<file path="src/rtl/dcache_writeline_burst.sv">
// Write-back engine: turns one dirty 128-bit cache line into a 4-beat Avalon-MM burst write.
// Define DCACHE_WRITELINE_POSTED_EN to release upstream at the first beat instead of after the last.
module dcache_writeline_burst (
  input  logic         clk,
  input  logic         rst,
  input  logic         writeline_do,
  input  logic [31:0]  writeline_address,
  input  logic [127:0] writeline_line,
  output logic         writeline_done,
  output logic         drained,
  output logic [29:0]  avm_address,
  output logic         avm_write,
  output logic [31:0]  avm_writedata,
  output logic [3:0]   avm_byteenable,
  output logic [2:0]   avm_burstcount,
  input  logic         avm_waitrequest
);

  typedef enum logic [1:0] {IDLE, BURST, DONE} state_t;

  state_t       state;
  logic [1:0]   beat;
  logic [1:0]   beat_nxt;
  logic [127:0] line_q;
  logic [1:0]   addr_unused;

  assign beat_nxt       = beat + 2'd1;
  assign avm_burstcount = 3'd4;
  assign addr_unused    = writeline_address[1:0];

  // Every output is registered; address and data come only from the captured copy of the request.
  always_ff @(posedge clk) begin
    if (rst) begin
      state          <= IDLE;
      beat           <= 2'd0;
      line_q         <= '0;
      avm_write      <= 1'b0;
      avm_address    <= '0;
      avm_writedata  <= '0;
      avm_byteenable <= 4'h0;
      writeline_done <= 1'b0;
      drained        <= 1'b1;
    end else begin
      case (state)
        IDLE: begin
          if (writeline_do) begin
            state          <= BURST;
            beat           <= 2'd0;
            line_q         <= writeline_line;
            avm_address    <= writeline_address[31:2];
            avm_writedata  <= writeline_line[31:0];
            avm_write      <= 1'b1;
            avm_byteenable <= 4'hF;
            drained        <= 1'b0;
`ifdef DCACHE_WRITELINE_POSTED_EN
            writeline_done <= 1'b1;
`endif
          end
        end

        BURST: begin
`ifdef DCACHE_WRITELINE_POSTED_EN
          writeline_done <= 1'b0;
`endif
          if (!avm_waitrequest) begin
            if (beat == 2'd3) begin
              avm_write      <= 1'b0;
              avm_byteenable <= 4'h0;
              avm_address    <= '0;
              avm_writedata  <= '0;
`ifdef DCACHE_WRITELINE_POSTED_EN
              state          <= IDLE;
              drained        <= 1'b1;
`else
              state          <= DONE;
              writeline_done <= 1'b1;
`endif
            end else begin
              beat          <= beat_nxt;
              avm_writedata <= line_q[{beat_nxt, 5'd0} +: 32];
            end
          end
        end

        // Upstream still holds the finished request here, so writeline_do must not be sampled.
        DONE: begin
          writeline_done <= 1'b0;
          drained        <= 1'b1;
          state          <= IDLE;
        end

        default: begin
          state <= IDLE;
        end
      endcase
    end
  end

endmodule

</file>
<file path="config.mk">
export PLATFORM = sky130hd
export DESIGN_NAME = dcache_writeline_burst
export DESIGN_NICKNAME = d
export VERILOG_FILES = /design/src/rtl/dcache_writeline_burst.sv
export SDC_FILE = /design/constraint.sdc
export NUM_CORES = 1
export LEC_CHECK = 0
export ABC_AREA = 0
export BUFFER_PORTS_ARGS = -buffer_cell sky130_fd_sc_hd__buf_2
export CORE_MARGIN = 2
export CORE_UTILIZATION = 49
export CTS_BUF_LIST = sky130_fd_sc_hd__clkbuf_8
export DETAILED_ROUTE_END_ITERATION = 8
export PLACE_DENSITY = 0.79
export SYNTH_ARGS = -nofsm -noshare
export SYNTH_HDL_FRONTEND = slang
export SYNTH_SLANG_ARGS = --single-unit
</file>
<file path="constraint.sdc">
create_clock -name clk -period 1.74 [get_ports clk]
set_input_delay 0.348 -clock clk [delete_from_list [all_inputs] [get_ports clk]]
set_output_delay 0.348 -clock clk [all_outputs]
set_load 0.05 [all_outputs]
</file>
==> results.toml <==
[detailed_routing]
first_pass_iters = 5
avgRoutedWirePerCell_um = 15.8
dr_total_vias = 7519
drtIter0Drc = 523
ant_nets = 0
totalWireLength_um = 22000
drc = 0
via_per_inst = 5.41

[timing]
post-route-period-util = 0.975
setup_viol = 0
slew-limit-headroom = 0.663
grt_setup_unrepaired = "true"
finalSetupTns_ns = 0
worst_slack_ns = 0.0444
post-route-min-period_ns = 1.70
finalHoldViolCount = 0
max_freq_mhz = 590
report.final.slew_viol_count = 0
worst_clock_skew_ns = 0.0109
tightest_slew_ns = 0.504

[critical_path]
r2r_setup_slack_ns = 0.04
path_class = "reg2reg"
r2r-start = "beat[0]$_SDFFE_PP0P_"
critPathBufInv = 1
critPathMaxStageDelay_ns = 0.36
rr_endpoint = "avm_writedata[23]$_SDFFE_PP0P_"
cp_top_family = "adder cells"
end_kind = "flop"
rr_worst_depth = 5
crit_arrival_ns = 2.03
worstPathCellList = "ha_4, buf_12, mux2_2, a22oi_1, a311oi_1"
cp.required_ns = 2.07
path_max_fanout = 17
crit_slowest_cell = "ha_4"
worst_setup_path_start_kind = "flop"

[synth]
synthCells = 966
syn_area_per_cell_um2 = 8.64
synth.distinct_cells = 35
ys.flop_type = "dfxtp_1"
synth_seq_cells = 197
yosysTopAreaCell = "dfxtp_1"
synth_area_leaders = "dfxtp_1 (47%), nand2_1 (12%), a21oi_1 (9.8%)"
ys_seq_area_frac = 0.472
syn-cell-area_mm2 = 0.00835
synth_edf_count = 0
netlist.area_leader.share = 0.472
async_flop_share = 0
yosys_warnings = 0

[floorplanning]
die_w_um = 135
io_pins = 236
die_h_um = 135
start_util = 0.502
coreArea_mm2 = 0.0166
num_rows = 47
die_area_mm2 = 0.0181

[clocking]
clk_pin_slew_ns = 0.10
tritoncts = "built"
clk_latency_ns = 0.46
root_buffer = "clkbuf_8"
cts-htree-levels = 4
clockBufferDepth = 2
cts_sinks = 197
cts-buffers-inserted = 17

[global_routing]
grtUsageTotal = 0.240
grt_pass1_vias = 7059
grt_pass1_wl_um = 35100
grt_antenna_before_repair = 2
grt_max_degree = 108
overflow = 0

[power_and_ir_drop]
power.leakage_uw = 0.00419
ir_worst_vdd_uv = 486
p_total_uw = 9560
power_density_mw_per_mm2 = 941

[hold_path]
hold_path_startpoint = "writeline_address[12]"
hold_end = "avm_address[10]$_SDFFE_PP0P_"
hp-class = "in2reg"
hold_depth = 2

[placement]
port_buffers = 230
hpwl_um = 14600
place_ws_ns = -0.0282
gp_congestion = 0.787

[outcome]
status = "complete, no violations"

[finish]
area_growth_pct = 21.6
fin_nets = 1322
drive_gt1_frac = 0.318

[run]
drv_cap = 0
==> metrics by stage <==
step / std cells / util / hold WS (ns) / instance area [µm²]
detailed placement: 1356 / 0.585 / 0.443 / 9740
global route: 1391 / 0.610 / 0.0570 / 10100
global placement: 1356 / 0.585 / 0.439 / 9740
finish: 1391 / 0.610 / 0.0851 / 10100
CTS: 1389 / 0.608 / 0.0522 / 10100
floorplan: 967 / - / 0.433 / 8360
==> what timing repair did <==
action / 4_1_cts / 5_1_grt
pin swaps: 1 / 1
resized for setup: 1 / 8
hold buffers: 0 / 0
cloned: 0 / 0
buffers inserted: 1 / 0
setup endpoints to repair: 3 / 22
==> where the power goes <==
group / internal [µW] / leakage, µW / switching [µW]
Clock: 1210 / 0.000195 / 1580
Sequential: 4800 / 0.00162 / 151
Combinational: 663 / 0.00237 / 1170
Total: 6660 / 0.00419 / 2890
==> flip-flops by register name, indices dropped and copies added, names as in the netlist <==
signal	count
avm_writedata	32
avm_address	30
drained	1
line_q	128
writeline_done	1
state	2
avm_byteenable	1
beat	2
==> final cells by class <==
| class | instances | area (µm²) |
|---|---|---|
| clock inverter | 13 | 108 |
| timing repair buffer | 265 | 1620 |
| inverter | 3 | 11.3 |
| fill | 1508 | 6490 |
| clock buffer | 19 | 262 |
| tap | 220 | 275 |
| multi-input combinational | 672 | 3920 |
| sequential | 197 | 3950 |
| antenna | 2 | 5.00 |
==> layer usage <==
layer / global-route usage / wire length (µm)
met1: 0.315 / 9460
met2: 0.402 / 10800
met3: 0.0458 / 1320
met4: 0.0743 / 359
met5: 0 / 0
==> cells in the final DEF, fill, tap and decap left out, types with 2 or more instances in the layout <==
master      synthesis  layout
buf_4               9      17
o2bb2ai_1          31      31
buf_6              13       3
buf_12              0      15
a21oi_1           163     162
dfxtp_1           197     195
clkinvlp_4          0       2
dfxtp_2             0       2
clkbuf_8            0      19
a22oi_1            32      30
inv_1               2       4
nand2_1           258     258
nand2b_1           32      32
inv_6               0       3
mux2_2             64      64
clkinv_2            0       4
diode_2             0       2
a311oi_1           32      32
nor3b_1             3       2
conb_1              2       3
o21ai_0            35      35
a22oi_2             0       2
buf_2              27     229
==> how the worst max path moves through the flow <==
stage,from,end,slack [ns],depth (start not counted)
floorplan,beat[0]$_SDFFE_PP0P_,avm_writedata[10]$_SDFFE_PP0P_,-0.02,6
global placement,beat[0]$_SDFFE_PP0P_,avm_writedata[14]$_SDFFE_PP0P_,0.02,5
detailed placement,beat[0]$_SDFFE_PP0P_,avm_writedata[14]$_SDFFE_PP0P_,-0.03,5
CTS,beat[0]$_SDFFE_PP0P_,avm_writedata[9]$_SDFFE_PP0P_,0.03,5
global route,beat[0]$_SDFFE_PP0P_,avm_writedata[27]$_SDFFE_PP0P_,-0.01,5
finish,beat[0]$_SDFFE_PP0P_,avm_writedata[23]$_SDFFE_PP0P_,0.04,5
==> cells in the mapped netlist, types with 13 or more instances <==
cell and instances:
mux2_2 64, a22oi_1 32, a21oi_1 163, o21ai_0 35, dfxtp_1 197, nand2b_1 32
nand2_1 258, o2bb2ai_1 31, buf_2 27, buf_6 13, clkbuf_1 45, a311oi_1 32
==> cells by family after synthesis <==
group / synth area share
AND/OR/NAND/NOR: 0.155
AO/OA/AOI/OAI: 0.218
flip-flops: 0.472
buffers and inverters: 0.0639
multiplexers: 0.0875
adder cells (fa/ha/maj): 0.00300
other: 0.000900
Power figures use the tool's default switching activity.
